--- config.mk ---
export PLATFORM = sky130hd
export DESIGN_NAME = display_source_scheduler
export DESIGN_NICKNAME = d
export VERILOG_FILES = /design/src/rtl/display_source_scheduler.sv
export SDC_FILE = /design/constraint.sdc
export NUM_CORES = 1
export LEC_CHECK = 0
export ABC_AREA = 1
export BUFFER_PORTS_ARGS = -buffer_cell sky130_fd_sc_hd__clkbuf_2
export CORE_UTILIZATION = 30
export DETAILED_ROUTE_END_ITERATION = 6
export SYNTH_ARGS = -nofsm -noshare
export SYNTH_HDL_FRONTEND = slang
export SYNTH_SLANG_ARGS = --single-unit
--- constraint.sdc ---
create_clock -name clk -period 2.4 [get_ports clk]
set_clock_uncertainty 0.15 [all_clocks]
set_input_delay 0.12 -clock clk [delete_from_list [all_inputs] [get_ports clk]]
set_output_delay 0.12 -clock clk [all_outputs]
set_load 0.005 [all_outputs]
--- src/rtl/display_source_scheduler.sv ---
// Round-robin scheduler that shares one seven-segment driver among
// several counter sources, with blanking gaps and a manual step mode.
module display_source_scheduler #(
  parameter int NUM_SRC      = 4,
  parameter int NUM_SEGMENTS = 4,
  parameter int DWELL_CLKS   = 200_000_000,
  parameter int BLANK_CLKS   = 1_000_000,
  localparam int SW = $clog2(NUM_SRC)
) (
  input  logic clk,
  input  logic CPU_RESETN,
  input  logic [NUM_SRC-1:0][NUM_SEGMENTS-1:0][3:0] src_encoded,
  input  logic [NUM_SRC-1:0][NUM_SEGMENTS-1:0] src_digit_point,
  input  logic [NUM_SRC-1:0] src_valid,
  input  logic btn_next,
  input  logic btn_mode,
  output logic [NUM_SEGMENTS-1:0][3:0] encoded,
  output logic [NUM_SEGMENTS-1:0] digit_point,
  output logic blank,
  output logic [SW-1:0] sel,
  output logic [NUM_SRC-1:0] sel_onehot,
  output logic manual
);

  localparam int MAXC = (DWELL_CLKS > BLANK_CLKS) ?
                        DWELL_CLKS : BLANK_CLKS;
  localparam int CW = $clog2(MAXC + 1);
  localparam logic [CW-1:0] DWELL_END = CW'(DWELL_CLKS - 1);
  localparam logic [CW-1:0] GAP_END = CW'(BLANK_CLKS - 1);

  typedef enum logic [1:0] {
    IDLE,
    SHOW,
    BLANK
  } state_t;

  state_t state_q, state_d;
  logic [SW-1:0] sel_d, low_idx, nxt_idx;
  logic [CW-1:0] dwell_cnt, dwell_d;
  logic [CW-1:0] gap_cnt, gap_d;
  logic manual_d, other_valid, step;

  always_comb begin
    low_idx = '0;
    for (int i = NUM_SRC - 1; i >= 0; i--) begin
      if (src_valid[i]) low_idx = SW'(i);
    end
  end

  // Closest valid source after sel, wrapping, excluding sel itself.
  always_comb begin
    int idx;
    nxt_idx = sel;
    other_valid = 1'b0;
    for (int k = NUM_SRC - 1; k >= 1; k--) begin
      idx = (int'(sel) + k) % NUM_SRC;
      if (src_valid[SW'(idx)]) begin
        nxt_idx = SW'(idx);
        other_valid = 1'b1;
      end
    end
  end

  always_comb begin
    state_d  = state_q;
    sel_d    = sel;
    dwell_d  = dwell_cnt;
    gap_d    = gap_cnt;
    manual_d = manual ^ btn_mode;
    step = manual ? btn_next : (dwell_cnt == DWELL_END);
    unique case (state_q)
      IDLE: begin
        if (|src_valid) begin
          state_d = SHOW;
          sel_d   = low_idx;
          dwell_d = '0;
        end
      end
      SHOW: begin
        if (!src_valid[sel]) begin
          state_d = BLANK;
          gap_d   = '0;
        end else if (btn_mode) begin
          if (manual) dwell_d = '0;
        end else if (step) begin
          dwell_d = '0;
          if (other_valid) begin
            state_d = BLANK;
            gap_d   = '0;
          end
        end else if (!manual) begin
          dwell_d = dwell_cnt + 1'b1;
        end
      end
      BLANK: begin
        if (gap_cnt == GAP_END) begin
          gap_d   = '0;
          dwell_d = '0;
          if (other_valid) begin
            state_d = SHOW;
            sel_d   = nxt_idx;
          end else if (src_valid[sel]) begin
            state_d = SHOW;
          end else begin
            state_d = IDLE;
          end
        end else begin
          gap_d = gap_cnt + 1'b1;
        end
      end
      default: state_d = IDLE;
    endcase
  end

  always_ff @(posedge clk or negedge CPU_RESETN) begin
    if (!CPU_RESETN) begin
      state_q     <= IDLE;
      sel         <= '0;
      manual      <= 1'b0;
      dwell_cnt   <= '0;
      gap_cnt     <= '0;
      encoded     <= '0;
      digit_point <= '0;
      blank       <= 1'b1;
      sel_onehot  <= '0;
    end else begin
      state_q   <= state_d;
      sel       <= sel_d;
      manual    <= manual_d;
      dwell_cnt <= dwell_d;
      gap_cnt   <= gap_d;
      blank     <= (state_d != SHOW);
      if (state_d == SHOW) begin
        encoded     <= src_encoded[sel_d];
        digit_point <= src_digit_point[sel_d];
        sel_onehot  <= NUM_SRC'(1) << sel_d;
      end else begin
        encoded     <= '0;
        digit_point <= '0;
        sel_onehot  <= '0;
      end
    end
  end

endmodule
==> results.toml, run 1 <==
[global_route]
grt_max_degree = 50
overflow = 0
grtUsageTotal = 0.189
grt_pass1_vias = 6869
antenna_found_initial = 0
grt_first_pass_wirelength_um = 33100

[drt]
first_pass_iters = 7
routedWlPerCell_um = 15.0
via_per_inst = 5.02
drtIter0Drc = 400
drc_errors = 11
ant_nets = 0
vias = 7064
routed_wl_um = 21100

[floorplanning]
ios = 116
start_util = 0.307
dieArea_sq_um = 21400
fp.dieH_um = 146
core_area_sq_um = 20400
die_w_um = 146
std_cell_rows = 52

[timing]
min_period_ns = 2.45
hold_viol_final = 0
rsz0062_at_grt = "true"
maxSlewHeadroom = 0.550
final-setup-viol-count = 2
period_share = 1.02
slew_violations = 0
worstMarginPinSlew_ns = 0.675
tns_ns = -0.0743
setup_slack_ns = -0.0526
fmax_mhz = 408

[status]
status = "finished with violations"
violations = "design-rule violations, negative setup slack"

[clock_tree]
clk_pin_slew_ns = 0.07
clock_sinks = 86
numCtsBuffers = 9
clock_latency_ns = 0.35
htreeDepth = 3
cts_tree = "built"
clk_root_buffer_cell = "clkbuf_16"
clk_path_buf_depth = 2

[logic_synthesis]
synth.top_cell.area_share = 0.340
ys_seq_area_frac = 0.344
synth_edf_count = 0
ys_ff_latch = 86
netlist_area_sq_um = 6260
async_flop_share = 1.00
postSynthAreaPerCell_sq_um = 7.05
synth_area_leader_cell = "dfrtp_1"
synth_cell_types = 39
synthTopCellsByArea = "dfrtp_1 34%, nand2_1 15%, nand3_1 6.8%, nand4_1 6.1%, nor2_1 5.6%"
ys.flop_type = "dfrtp_1"
yosysWarnings = 0
syn_nets = 979
synth_cells = 887

[worst_setup_path]
cp.depth = 16
crit_required_ns = 2.53
cp_num_buf_inv = 2
crit_path_end_kind = "register"
slowest_stage = "dfrtp_1"
arrival_ns = 2.58
slowest_delay_ns = 0.35
rr_worst_depth = 16
worstSetupStartpointType = "register"
critPathTopFamily = "simple AND/OR/NAND/NOR gates"
critical_path_class = "register to register"
crit_chain = "ha_2, nand2_2, inv_2, nand2_2, nor2_2, nand2_2, nor2_8, buf_12, nand3_4, nor2_8, nor2_4, nor2_8, nand4_1, nand2_1, nor2_1, nor2_1"
path_max_fanout = 22
r2r-start = "gap_cnt[0]"
r2r_end = "encoded[0]"
rrSetupSlack_ns = -0.05

[layout]
fin_nets = 1223
fill_cells = 1965
area_delta_synth_final_pct = 43.6
drive_gt1_frac = 0.269
postLayoutCoreUtil = 0.441
diodes = 0
post-route-cell-area_sq_um = 8980

[pwr]
leakage_nw = 4.31
p_per_area_nw_per_um2 = 979
ir_drop_mv = 0.928

[min_path]
hold_depth = 5
hold_end = "encoded[2]"
hp-class = "input port to register"
min_from = "src_encoded[18]"

[place]
dpl.hpwl_um = 13100
gp_congestion = 0.953
placed_cell_area_sq_um = 7440
numPortBuffers = 115

[flow_run]
cap_violations = 0
## cell families (layout without fill, tap and decap cells)
kind of cell / count (synthesis) / in the layout / share of synthesized area
AOI/OAI and AO/OA: 32 / 32 / 0.0292
xor gates and xnor gates: 36 / 36 / 0.0504
adders and majority gates: 4 / 4 / 0.00800
buffers and inverters: 115 / 361 / 0.0906
DFF: 86 / 86 / 0.344
and+or+nand+nor: 614 / 617 / 0.478
## per-stage QoR
stage | cells | hold slack (ns) | worst slack [ns] | power (mW)
6_report | 1406 | 0.0251 | -0.0526 | 8.80
3_3_place_gp | 1292 | 0.0520 | -0.00411 | 5.87
2_1_floorplan | 887 | -0.326 | 0.306 | 4.89
3_5_place_dp | 1292 | 0.0609 | -0.0915 | 5.89
4_1_cts | 1387 | 0.000795 | 0.00920 | 7.67
5_1_grt | 1406 | 0.0399 | -0.189 | 9.31
## where the power goes
group | leakage, nW | switching, mW | internal, mW
Combinational | 2.98 | 3.29 | 2.15
Clock | 0.163 | 0.614 | 0.947
Sequential | 1.16 | 0.120 | 1.68
## sequential cells by signal, summed over array words and instances, names as in the netlist
name         count
sel_onehot       4
dwell_cnt       28
encoded         16
gap_cnt         28
state_q          2
sel              2
manual           1
digit_point      4
blank            1
## layer usage
layer | track usage | vias up | part of all wire
met1 | 0.236 | 3242 | 0.41
met2 | 0.311 | 347 | 0.47
met4 | 0.0813 | 0 | 0.037
met5 | 0 | - | 0
li1 | - | 3415 | -
met3 | 0.0466 | 60 | 0.084
## synth_stat cells (4+ instances only)
cell	n
buf_4	6
o21ai_0	16
ha_1	4
nor2_4	4
nand4_1	61
xor2_1	30
nor2_2	5
nor4_1	9
buf_6	8
nand3_1	85
nand2_2	11
inv_1	60
a21oi_1	4
nor2_1	94
nand2_1	251
dfrtp_1	85
o21ai_1	8
nand3_2	19
inv_2	12
buf_2	14
or2_2	5
xnor2_1	6
clkbuf_1	11
nor3_1	57
## worst min-delay path, cell delays in order
cell	delay [ns]
clkbuf_2	0.09
nand4_1	0.09
nand2_1	0.06
nor2_1	0.09
nor2_1	0.05
## worst max path at each step
| stage | from | to | slack, ns |
|---|---|---|---|
| after floorplan | gap_cnt[0] | encoded[6] | 0.31 |
| after global placement | sel[0] | encoded[15] | -0.004 |
| after detailed placement | sel[0] | encoded[6] | -0.09 |
| after CTS | gap_cnt[0] | encoded[9] | 0.009 |
| after global routing | gap_cnt[0] | encoded[0] | -0.19 |
| final | gap_cnt[0] | encoded[0] | -0.05 |
## what timing repair did
action,in CTS,in global routing
resized for setup,2,29
pin swaps,2,23
hold buffers,77,0
cloned,2,10
hold endpoints to repair,69,0
setup endpoints to repair,20,52
setup buffers,0,9
## area by class of cell
type / instances / area [sq um] / area share
Timing Repair Buffer: 272 / 2210 / 0.246
Clock inverter: 6 / 95.1 / 0.0106
Multi-Input combinational cell: 689 / 3670 / 0.408
Tap cell: 270 / 338 / 0.0376
Clock buffer: 10 / 239 / 0.0266
Sequential cell: 86 / 2160 / 0.240
Inverter: 73 / 277 / 0.0308
## layout by cell type (no fill, tap or decap), drive strengths merged
cell type and instances:
a211oi 1, a21oi 4, a31o 1, buf 75
bufinv 2, clkbuf 130, clkinv 4, dfrtp 85
dfstp 1, dlygate4sd3 77, ha 4, inv 73
nand2 265, nand3 107, nand4 61, nor2 108
nor3 58, nor4 10, nor4b 1, o211ai 1
o21ai 24, o21bai 1, or2 7, xnor2 6
xor2 30
Note: power is estimated with default switching activity, not from simulation.
==> run 2: changes to the inputs <==
- CORE_UTILIZATION: 30 -> 39
- RECOVER_POWER: not set -> 100
==> run 2 against run 1 <==
Net effect:
- the flow finishes with violations (negative setup slack)
- non-clock buffer count down 9
- via count fell by 1.7%
- die area down 23%
- clock power is 4% lower
- cell count shrank 4.8%
- core utilization increased by 12 points
- count of clock-buffer cells in the layout rose by 2
- sequential share of layout area is 0.87 points higher
- largest cell class unchanged
==> results.toml, run 2 (synthesis gave the netlist of run 1 again) <==
[timing]
rsz0062_at_grt = "true"
setup_slack_ns = -0.0169
maxSlewHeadroom = 0.339
hold_ws_ns = 0.00852
min_period_ns = 2.42
period_share = 1.01
final-setup-viol-count = 2
fmax_mhz = 414
slew_violations = 0
tns_ns = -0.0337
hold_viol_final = 0
worstMarginPinSlew_ns = 0.991

[layout]
fill_cells = 1439
final_common_cell = "nand2_1"
area_delta_synth_final_pct = 38.6
multi_input_area_sq_um = 3690
drive_gt1_frac = 0.252
fin_nets = 1214
final_cell_mix = "241 x nand2_1, 97 x clkbuf_2, 87 x nor2_1"
reg.largest.list = "dwell_cnt (28), gap_cnt (28), encoded (16)"
post-route-cell-area_sq_um = 8670
finalNonFillerCells = 1338
ff_latch_area_sq_um = 2160
diodes = 0

[global_route]
antenna_found_initial = 0
grt_max_degree = 41
grt_pass1_vias = 6713
overflow = 0
grtUsageTotal = 0.247
grt_first_pass_wirelength_um = 32400

[drt]
vias = 6942
routed_wl_um = 20700
ant_nets = 0
drtIter0Drc = 531
routedWlPerCell_um = 15.5
drc_errors = 0
first_pass_iters = 5
via_per_inst = 5.19

[floorplanning]
fp.dieH_um = 129
core_area_sq_um = 15400
std_cell_rows = 45
start_util = 0.406
die_w_um = 129
dieArea_sq_um = 16600
ios = 116

[worst_setup_path]
arrival_ns = 2.50
crit_path_end_kind = "register"
critical_path_class = "register to register"
path_max_fanout = 8
worstSetupStartpointType = "register"
crit_required_ns = 2.49

[clock_tree]
clk_path_buf_depth = 2
cts_tree = "built"
numCtsBuffers = 9
clock_sinks = 86
clk_root_buffer_cell = "clkbuf_16"
htreeDepth = 3
clk_pin_slew_ns = 0.07
clock_latency_ns = 0.35

[flow_run]
cap_violations = 0

[place]
dpl.hpwl_um = 12900
placed_cells = 1233
gp_congestion = 0.900
dpl_worst_slack_ns = -0.0760
placed_cell_area_sq_um = 7330
numPortBuffers = 115

[pwr]
p_per_area_nw_per_um2 = 957
ir_drop_mv = 0.923
leakage_nw = 4.14

[min_path]
hp-class = "input port to register"

[status]
status = "finished with violations"
violations = "negative setup slack"
==> run 2: cell type report <==
cell class                      instances  share of cell area
Inverter                               73              0.0322
Tap cell                              211              0.0305
Timing Repair Buffer                  263               0.227
Sequential cell                        86               0.249
Multi-Input combinational cell        689               0.425
Clock inverter                          4             0.00621
Clock buffer                           12              0.0296
==> run 2: worst paths after layout <==
check	startpoint	endpoint	slack (ns)	cells after the start
max	sel[0]	encoded[6]	-0.02	13
min	src_encoded[40]	encoded[8]	0.009	5
max reg2reg	sel[0]	encoded[6]	-0.02	13
min reg2reg	gap_cnt[2]	gap_cnt[2]	0.38	2
max in group asynchronous	CPU_RESETN	gap_cnt[27]	0.52	3
min in group asynchronous	CPU_RESETN	dwell_cnt[20]	0.32	2
==> run 2: power breakdown <==
part	internal (mW)	switching (mW)	total (mW)
sequential	1.68	0.141	1.82
combinational	1.83	3.16	5.00
clock	0.869	0.617	1.49
==> run 2: metal layers <==
metal | GRT usage | share of wire | vias up
met5 | 0 | 0 | -
met4 | 0.0976 | 0.030 | 0
met3 | 0.0574 | 0.082 | 47
met2 | 0.400 | 0.46 | 321
met1 | 0.319 | 0.43 | 3158
li1 | - | - | 3416
==> run 2: critical path, stage by stage (launching register included) <==
cell,delay [ns]
dfrtp_2,0.47
buf_6,0.15
o21ai_0,0.24
nand2_1,0.11
a21oi_1,0.23
nor2_4,0.07
nor2_8,0.10
buf_6,0.11
o21bai_4,0.13
buf_12,0.17
nand3_1,0.10
nand2_1,0.07
nor2_1,0.14
nor2_1,0.06
==> run 2: repair_timing <==
action	in CTS	in global routing
hold endpoints to repair	54	0
pin swaps	2	25
setup endpoints to repair	20	62
resized for setup	2	41
hold buffers	74	0
buffers inserted	0	8
gates cloned	2	5
==> run 2: metrics by stage <==
step                power [mW]   util
floorplan                 4.89      -
global placement          5.78  0.475
detailed placement        5.82  0.475
CTS                       7.50  0.545
global route              8.84  0.562
finish                    8.30  0.562
==> run 3: changes to the inputs <==
- clock period: 2.4 -> 3.1 ns (I/O delays scaled with it)
==> run 3 against run 2 <==
Net effect:
- the run ends with max-capacitance violations, max-slew violations left
- setup slack better by 0.26 ns
- count of clock-buffer cells in the layout unchanged
- largest cell class unchanged
- combinational power down 41%
- sequential share of layout area up 4.6 points
- cell count down 9.6%
- final area down 16%
- sequential power down 22%
- via count down 11%
- clock power down 25%
- global-route usage down 3.4 points
- power down 34%
- largest power group unchanged
==> results.toml, run 3 (synthesis gave the netlist of run 1 again) <==
[floorplanning]
fp.dieH_um = 129
die_w_um = 129
start_util = 0.406
core_area_sq_um = 15400
ios = 116
dieArea_sq_um = 16600
std_cell_rows = 45

[drt]
via_per_inst = 5.13
wl_met1_um = 7810
routedWlPerCell_um = 14.0
drc_errors = 0
ant_nets = 0
wl_met3_um = 1220
routed_wl_um = 16900
first_pass_iters = 5
top_layer_used = "met4"
vias = 6205
wl_met2_um = 7640
drtIter0Drc = 415

[timing]
min_period_ns = 2.86
worstMarginPinSlew_ns = 1.94
period_share = 0.922
slew_violations = 87
final-setup-viol-count = 0
hold_viol_final = 0
maxSlewHeadroom = -0.290
hold_ws_ns = 0.00677
fmax_mhz = 350

[worst_setup_path]
path_max_fanout = 42
crit_required_ns = 3.23
r2r_end = "digit_point[1]"
r2r-start = "gap_cnt[1]"
crit_path_end_kind = "register"
slowest_delay_ns = 0.56
rrSetupSlack_ns = 0.24
rr_worst_depth = 17
arrival_ns = 2.99
worstSetupStartpointType = "register"
critical_path_class = "register to register"
slowest_stage = "dlygate4sd3_1"
crit_chain = "ha_1, nand2_1, inv_1, nand2_1, nor2_1, nand2_2, nor2_8, nand2_2, nand2_2, nand2_4, o21bai_4, buf_8, nand4_1, nand2_1, nor2_1, dlygate4sd3_1, nor2_1"

[clock_tree]
clk_root_buffer_cell = "clkbuf_16"
cts_tree = "built"
htreeDepth = 3
clock_latency_ns = 0.35
clk_pin_slew_ns = 0.06
clock_sinks = 86
numCtsBuffers = 9
clk_path_buf_depth = 2

[global_route]
grt_pass1_vias = 5771
overflow = 0
grt_max_degree = 87
antenna_found_initial = 0
grtUsageTotal = 0.213
grt_first_pass_wirelength_um = 28300

[layout]
fin_nets = 1086
diodes = 0
final_cell_mix = "254 x nand2_1, 97 x clkbuf_2, 94 x nor2_1"
finalNonFillerCells = 1210
final_common_cell = "nand2_1"
drive_gt1_frac = 0.193
area_delta_synth_final_pct = 16.7
postLayoutCoreUtil = 0.473
post-route-cell-area_sq_um = 7300
reg.largest.list = "dwell_cnt (28), gap_cnt (28), encoded (16)"

[min_path]
hold_end = "encoded[14]"
hp-class = "input port to register"
hold_depth = 5
min_from = "src_encoded[14]"

[pwr]
p_int_mw = 2.86
p_per_area_nw_per_um2 = 751
ir_drop_mv = 0.595
sw_frac_of_total = 0.478
pwr-share-seq = 0.260
leakage_nw = 3.49
p_switching_mw = 2.62
p_clk_frac = 0.204
power_frac_comb = 0.536

[place]
numPortBuffers = 115
placed_cell_area_sq_um = 6910
placed_cells = 1183
gp_congestion = 0.897
dpl.hpwl_um = 12000

[status]
status = "finished with violations"
violations = "max-capacitance violations, max-slew violations"

[flow_run]
cap_violations = 1
run 3: cell count changes in the layout (fill, tap and decap cells not counted), moves of 6 or more:
cell | previous run | this run
nand3_2 | 23 | 17
nor2_1 | 87 | 94
nand2_1 | 241 | 254
dlygate4sd3_1 | 74 | 6
nand3_1 | 80 | 87
nand2_2 | 19 | 8
buf_6 | 6 | 0
buf_4 | 56 | 8
run 3: layer usage:
metal | global-route usage | vias to the layer above
met4 | 0.0664 | 0
met2 | 0.336 | 219
li1 | - | 3152
met1 | 0.290 | 2818
met5 | 0 | -
met3 | 0.0486 | 16
run 3: critical path: cells and delay by family (launching register included):
family	cells	cell delay [ns]
simple gates	12	1.05
flops	1	0.37
fa+ha+maj	1	0.17
compound gates	1	0.14
buf+inv	3	0.88
run 3: power groups by stage:
stage                     clock (mW)  combinational (mW)  sequential, mW
after floorplan                    0                2.38            1.40
after global placement             0                2.78            1.44
after detailed placement           0                2.79            1.44
after CTS                       1.15                2.81            1.42
after global routing            1.19                3.33            1.44
final                           1.12                2.94            1.42
run 3: worst max path at each step:
stage / to / slack (ns) / from / depth (start not counted)
after global routing: digit_point[1] / -0.006 / gap_cnt[0] / 17
final: digit_point[1] / 0.24 / gap_cnt[1] / 17
after CTS: digit_point[1] / 0.02 / gap_cnt[1] / 16
after floorplan: encoded[6] / 1.01 / gap_cnt[0] / 17
after global placement: digit_point[0] / 0.61 / gap_cnt[0] / 15
after detailed placement: encoded[0] / 0.52 / gap_cnt[1] / 15
run 3: metrics by stage:
step	power, mW	worst slack [ns]	setup TNS, ns
after floorplan	3.78	1.01	0
after global placement	4.22	0.611	0
after detailed placement	4.23	0.517	0
after CTS	5.38	0.0247	0
after global routing	5.97	-0.00614	-0.00781
final	5.48	0.241	0
run 3: layout make-up:
type	count	area, sq um
clock inverters	4	45.0
multi-input cells	689	3560
clock buffers	12	256
flip-flops and latches	86	2150
inverters	73	277
fillers	1628	8130
well taps	211	264
repair buffers	135	749
run 3: what timing repair did:
item / in CTS / in global routing
gates resized for setup: 0 / 9
endpoints found under the setup margin: 0 / 1
endpoints found under the hold margin: 89 / 0
setup buffers: 0 / 1
hold buffers: 6 / 0
